**config.mk**
```make
export PLATFORM = sky130hd
export DESIGN_NAME = imm_encoder_flat
export DESIGN_NICKNAME = d
export VERILOG_FILES = /design/src/rtl/imm_encoder_pkg.sv /design/src/rtl/imm_encoder_if.sv /design/src/rtl/imm_encoder_pack.sv /design/src/rtl/imm_encoder.sv /design/src/flat_wrapper.sv
export SDC_FILE = /design/constraint.sdc
export NUM_CORES = 1
export LEC_CHECK = 0
export CAP_MARGIN = 10
export CORE_ASPECT_RATIO = 0.9
export CORE_MARGIN = 2
export CORE_UTILIZATION = 46
export DETAILED_ROUTE_END_ITERATION = 12
export PLACE_DENSITY = 0.86
export SLEW_MARGIN = 20
export SYNTH_ARGS = -nofsm -noshare
export SYNTH_HDL_FRONTEND = slang
export SYNTH_SLANG_ARGS = --single-unit
```
**constraint.sdc**
```tcl
create_clock -name clk -period 5.2 [get_ports clk]
set_input_delay 0.78 -clock clk [delete_from_list [all_inputs] [get_ports clk]]
set_output_delay 0.78 -clock clk [all_outputs]
set_load 0.1 [all_outputs]
```
**src/rtl/imm_encoder_pkg.sv**
```systemverilog
// rtl/imm_encoder_pkg.sv - shared encodings, state enum and opcode constants for imm_encoder
package imm_encoder_pkg;

  // Must stay identical to the immediate extender's ImmSrc encoding.
  typedef enum logic [1:0] {
    IMM_I = 2'b00,
    IMM_S = 2'b01,
    IMM_B = 2'b10,
    IMM_X = 2'b11
  } imm_src_e;

  typedef enum logic [1:0] {
    ST_IDLE = 2'b00,
    ST_LOAD = 2'b01,
    ST_FULL = 2'b10
  } state_e;

  localparam logic [6:0] OP_LOAD   = 7'b0000011;
  localparam logic [6:0] OP_IMM    = 7'b0010011;
  localparam logic [6:0] OP_STORE  = 7'b0100011;
  localparam logic [6:0] OP_BRANCH = 7'b1100011;

  // True when v[31:lsb] are all copies of the sign bit.
  function automatic logic sext_fits(input logic [31:0] v, input int unsigned lsb);
    logic [31:0] hi;
    hi = 32'($signed(v) >>> lsb);
    return (hi == 32'h0) || (hi == 32'hFFFF_FFFF);
  endfunction

endpackage

```
**src/rtl/imm_encoder_if.sv**
```systemverilog
// rtl/imm_encoder_if.sv - loader-side field stream and instruction-memory write port
interface imm_encoder_if #(
  parameter int ADDR_W = 6
);
  logic              in_valid;
  logic              in_ready;
  logic [1:0]        in_imm_src;
  logic [31:0]       in_imm;
  logic [6:0]        in_opcode;
  logic [2:0]        in_funct3;
  logic [4:0]        in_rd;
  logic [4:0]        in_rs1;
  logic [4:0]        in_rs2;
  logic              mem_we;
  logic [ADDR_W-1:0] mem_addr;
  logic [31:0]       mem_wdata;

  modport master (
    output in_valid, in_imm_src, in_imm, in_opcode, in_funct3, in_rd, in_rs1, in_rs2,
    input  in_ready, mem_we, mem_addr, mem_wdata
  );

  modport slave (
    input  in_valid, in_imm_src, in_imm, in_opcode, in_funct3, in_rd, in_rs1, in_rs2,
    output in_ready, mem_we, mem_addr, mem_wdata
  );
endinterface

```
**src/rtl/imm_encoder_pack.sv**
```systemverilog
// rtl/imm_encoder_pack.sv - combinational I/S/B immediate scatter with range check
module imm_pack
  import imm_encoder_pkg::*;
(
  input  logic [1:0]  src,
  input  logic [31:0] imm,
  input  logic [6:0]  opcode,
  input  logic [2:0]  funct3,
  input  logic [4:0]  rd,
  input  logic [4:0]  rs1,
  input  logic [4:0]  rs2,
  output logic [31:0] word,
  output logic        legal
);

  always_comb begin
    word  = 32'h0;
    legal = 1'b0;
    case (imm_src_e'(src))
      IMM_I: begin
        legal = sext_fits(imm, 11);
        word  = {imm[11:0], rs1, funct3, rd, opcode};
      end
      IMM_S: begin
        legal = sext_fits(imm, 11);
        word  = {imm[11:5], rs2, rs1, funct3, imm[4:0], opcode};
      end
      IMM_B: begin
        // Branch offsets are byte offsets in halfword units; bit 0 is implicit.
        legal = sext_fits(imm, 12) && !imm[0];
        word  = {imm[12], imm[10:5], rs2, rs1, funct3, imm[4:1], imm[11], opcode};
      end
      default: begin
        legal = 1'b0;
        word  = 32'h0;
      end
    endcase
  end

endmodule

```
**src/rtl/imm_encoder.sv**
```systemverilog
// rtl/imm_encoder.sv - packs decoded fields into instruction words and streams them to imem
module imm_encoder
  import imm_encoder_pkg::*;
#(
  parameter int ADDR_W = 6
) (
  input  logic              clk,
  input  logic              rst_n,
  input  logic              start,
  imm_encoder_if.slave      bus,
  output logic [ADDR_W:0]   word_count,
  output logic              err,
  output logic [ADDR_W:0]   err_index,
  output logic              full
);

  localparam logic [ADDR_W:0] LAST = (ADDR_W+1)'((1 << ADDR_W) - 1);

  state_e      state_q, state_d;
  logic [31:0] pack_word;
  logic        pack_legal;
  logic        xfer;
  logic        accept;

  imm_pack u_pack (
    .src    (bus.in_imm_src),
    .imm    (bus.in_imm),
    .opcode (bus.in_opcode),
    .funct3 (bus.in_funct3),
    .rd     (bus.in_rd),
    .rs1    (bus.in_rs1),
    .rs2    (bus.in_rs2),
    .word   (pack_word),
    .legal  (pack_legal)
  );

  assign bus.in_ready = (state_q == ST_LOAD);
  assign full         = (state_q == ST_FULL);

  // start takes priority: a coincident input is neither written nor flagged.
  assign xfer   = bus.in_valid && bus.in_ready && !start;
  assign accept = xfer && pack_legal;

  always_ff @(posedge clk or negedge rst_n) begin
    if (!rst_n) state_q <= ST_IDLE;
    else        state_q <= state_d;
  end

  always_comb begin
    state_d = state_q;
    if (start)
      state_d = ST_LOAD;
    else if (accept && (word_count == LAST))
      state_d = ST_FULL;
  end

  always_ff @(posedge clk or negedge rst_n) begin
    if (!rst_n) begin
      word_count    <= '0;
      err           <= 1'b0;
      err_index     <= '0;
      bus.mem_we    <= 1'b0;
      bus.mem_addr  <= '0;
      bus.mem_wdata <= 32'h0;
    end else if (start) begin
      word_count <= '0;
      err        <= 1'b0;
      err_index  <= '0;
      bus.mem_we <= 1'b0;
    end else begin
      bus.mem_we <= accept;
      if (accept) begin
        // The write address is simply the number of words already stored.
        bus.mem_addr  <= word_count[ADDR_W-1:0];
        bus.mem_wdata <= pack_word;
        word_count    <= word_count + (ADDR_W+1)'(1);
      end
      if (xfer && !pack_legal) begin
        err <= 1'b1;
        if (!err) err_index <= word_count;
      end
    end
  end

endmodule

```
**src/flat_wrapper.sv**
```systemverilog
// flat-port wrapper written by rule: the top's interface ports become plain ports
module imm_encoder_flat import imm_encoder_pkg::*;
#(
  parameter int ADDR_W = 6
)
  (clk, rst_n, start, word_count, err, err_index, full, bus_in_valid, bus_in_imm_src, bus_in_imm, bus_in_opcode, bus_in_funct3, bus_in_rd, bus_in_rs1, bus_in_rs2, bus_in_ready, bus_mem_we, bus_mem_addr, bus_mem_wdata);
  imm_encoder_if #(.ADDR_W(ADDR_W)) bus_i ();
  input  logic clk;
  input  logic rst_n;
  input  logic start;
  output logic [ADDR_W:0] word_count;
  output logic err;
  output logic [ADDR_W:0] err_index;
  output logic full;
  input wire logic [$bits(bus_i.in_valid)-1:0] bus_in_valid;
  input wire logic [$bits(bus_i.in_imm_src)-1:0] bus_in_imm_src;
  input wire logic [$bits(bus_i.in_imm)-1:0] bus_in_imm;
  input wire logic [$bits(bus_i.in_opcode)-1:0] bus_in_opcode;
  input wire logic [$bits(bus_i.in_funct3)-1:0] bus_in_funct3;
  input wire logic [$bits(bus_i.in_rd)-1:0] bus_in_rd;
  input wire logic [$bits(bus_i.in_rs1)-1:0] bus_in_rs1;
  input wire logic [$bits(bus_i.in_rs2)-1:0] bus_in_rs2;
  output wire logic [$bits(bus_i.in_ready)-1:0] bus_in_ready;
  output wire logic [$bits(bus_i.mem_we)-1:0] bus_mem_we;
  output wire logic [$bits(bus_i.mem_addr)-1:0] bus_mem_addr;
  output wire logic [$bits(bus_i.mem_wdata)-1:0] bus_mem_wdata;
  assign bus_i.in_valid = bus_in_valid;
  assign bus_i.in_imm_src = bus_in_imm_src;
  assign bus_i.in_imm = bus_in_imm;
  assign bus_i.in_opcode = bus_in_opcode;
  assign bus_i.in_funct3 = bus_in_funct3;
  assign bus_i.in_rd = bus_in_rd;
  assign bus_i.in_rs1 = bus_in_rs1;
  assign bus_i.in_rs2 = bus_in_rs2;
  assign bus_in_ready = bus_i.in_ready;
  assign bus_mem_we = bus_i.mem_we;
  assign bus_mem_addr = bus_i.mem_addr;
  assign bus_mem_wdata = bus_i.mem_wdata;
  imm_encoder #(.ADDR_W(ADDR_W)) u_core (.clk(clk), .rst_n(rst_n), .start(start), .bus(bus_i), .word_count(word_count), .err(err), .err_index(err_index), .full(full));
endmodule
```
==> flow_summary.ini <==
[detailed_routing]
drtPass1Iterations = 4
drt_iter0_drc = 120
drc_errors = 0
wl_per_cell_um = 15.06
num_vias = 2377
vias_per_cell = 5.247
ant_nets = 0
finalWirelength_um = 6822

[clock_tree]
clockBufferDepth = 2
clk_pin_slew_ns = 0.10
cts_tree = done
cts_resized = 0
numCtsBuffers = 5
clock-sinks = 56
postCtsSetupRepairBufs = 0
clockRootBuffer = clkbuf_8
clk_latency_ns = 0.31
ctsHoldBuffers = 0
htreeDepth = 2

[sta]
post-route-period-util_pct = 61.04
setup_violations = 0
slew_headroom_pct = 32.96
worst_slew_pin_slew_ns = 1.002
final.setup.tns_ns = 0
report.final.slew_viol_count = 0
hold_viol_final = 0
skew_ns = 0.007962
period_needed_ns = 3.174
rsz0062_at_grt = false
hold_slack_ns = 0.5069
max_freq_mhz = 315.1
fin_ws_ns = 2.026

[floorplan]
dieArea_um2 = 6745
start_util_pct = 48.49
coreArea_um2 = 5791
num_rows = 26
die_h_um = 78.12
die_width_um = 86.35
io_pins = 119

[synthesis]
syn_avg_cell_area_um2 = 10.52
yosysWarnings = 0
synth.area.top_cells = dfrtp_1 50%, mux2i_1 10%, mux2_2 8.4%
ys_seq_area_share_pct = 49.91
synth_top_area_share_pct = 49.91
netlist_area_um2 = 2808
syn_nets = 331
ys_ff_latch = 56
yosys.area.top_type = dfrtp_1
ys_types = 35
syn_inst = 267

[global_routing]
grt_first_pass_wirelength_um = 11390
overflow = 0
grt_max_degree = 57
antenna_found_initial = 0
grt_usage_pct = 21.24
grt_pass1_vias = 2465

[run_status]
status = complete, no violations

[run]
max-cap-violations = 0

[placement]
dpl_cell_area_um2 = 4021
hpwl_um = 5055
port_buffers = 118
place_congestion = 0.8676
pre_cts_ws_ns = 1.718

[layout]
syn2layout_area_growth_pct = 47.33
regArea_um2 = 1401
final_core_util_pct = 71.43
fill_cells = 453
final_cell_area_um2 = 4136
drive_gt1_share_pct = 9.399
antenna_cells = 0
nets = 446
multi_input_area_um2 = 1247

[setup_path]
criticalPathCategory = input port to flop
endpoint_kind = flop
worstSetupStartpointType = input port
critPathMaxFanout = 24
crit_arrival_ns = 3.38
crit_required_ns = 5.40

[hold_path]
hp-class = flop to flop

[pwr]
power.leakage_nw = 1.864
max-vdd-ir-drop_v = 0.0001080
powerDensity_nw_per_um2 = 200.7
[through the flow]
step | instances | total power, mW
after floorplan | 267 | 0.4807
after global placement | 445 | 0.5443
after detailed placement | 445 | 0.5467
after CTS | 453 | 0.8376
after global routing | 453 | 0.8720
final | 453 | 0.8301
[sequential cells by signal, indices dropped and copies added (netlist names)]
register / flops
u_core.err: 1
u_core.bus.mem_we: 1
u_core.bus.mem_addr: 6
u_core.state_q: 2
u_core.word_count: 7
u_core.bus.mem_wdata: 32
u_core.err_index: 7
[cell usage in the layout (no fill, tap or decap), types with 2 or more instances in the layout]
cell type,netlist,routed
nand2_1,36,36
nand4_1,6,6
o311ai_0,2,2
and4_1,2,2
clkbuf_8,0,5
mux2_2,21,21
nor4_1,6,6
nand3_1,7,7
nor2b_1,16,16
nor3_1,4,4
a22o_1,2,2
a21oi_1,5,5
buf_4,2,3
mux2i_1,29,29
inv_1,23,23
mux2_1,6,6
o21ai_0,12,12
clkdlybuf4s50_1,0,117
nor2_1,7,7
dfrtp_1,56,56
[cells in the mapped netlist]
cell and instances:
a21o_1 1, and3_1 1, a21oi_1 5, buf_2 1
buf_6 2, nand2_1 36, nand4_1 6, and4_1 2
ha_1 1, clkbuf_1 8, inv_1 23, nor4_1 6
o22ai_1 1, o41ai_1 1, nor2b_1 16, o21ai_2 1
o221ai_1 1, buf_4 2, o22a_1 1, mux2i_1 29
o21ai_0 12, o221a_1 1, a22o_1 2, or2_2 1
nor3_1 4, o311ai_0 2, dfrtp_1 56, nand3b_1 1
mux2_1 6, nand3_1 7, or3_1 1, a41oi_1 1
nor2_1 7, mux2_2 21, nor3_4 1
[per-layer routing]
metal  track usage, %  share of wire, %  vias to the layer above
met3            6.625               7.8                        8
met2            36.31                49                       91
met5                0                 0                        -
met1            26.19                42                     1125
met4            5.156               1.2                        0
li1                 -                 -                     1153
[path summary, 6_finish.rpt]
path                                        startpoint                       end  slack, ns  cells past startpoint
max in group asynchronous                        rst_n  u_core.bus.mem_wdata[10]       4.16                      2
worst max register to register       u_core.state_q[0]    u_core.bus.mem_addr[5]       3.24                      5
min in group asynchronous                        rst_n         u_core.state_q[1]       0.58                      2
worst max-delay path                 bus_in_imm_src[0]    u_core.bus.mem_addr[5]       2.03                      7
worst min register to register  u_core.bus.mem_addr[2]    u_core.bus.mem_addr[2]       0.51                      1
worst min-delay path            u_core.bus.mem_addr[2]    u_core.bus.mem_addr[2]       0.51                      1
[cells by family after synthesis]
kind of cell / synth area share, %
fa+ha+maj: 0.4456
flops: 49.91
buf+inv: 5.659
mux: 21.17
simple gates: 16.09
compound gates: 6.730
[cell type report]
cell class                 instances  area share (%)
clock inverter                     3           1.119
multi-input combinational        175           30.16
sequential                        56           33.88
clock buffer                       5           1.664
timing repair buffer             121           28.98
tap                               70           2.117
inverter                          23           2.087
[power breakdown]
group / internal, mW / switching, mW
Sequential: 0.436 / 0.000744
Combinational: 0.0549 / 0.0466
Clock: 0.146 / 0.146
[worst max-delay path: stages]
cell             delay, ns
clkdlybuf4s50_1       0.76
o21ai_0               0.43
nand3_1               0.17
o22a_1                0.33
nor3_4                0.16
buf_4                 0.36
mux2_1                0.37
(Power assumes the default switching activity.)
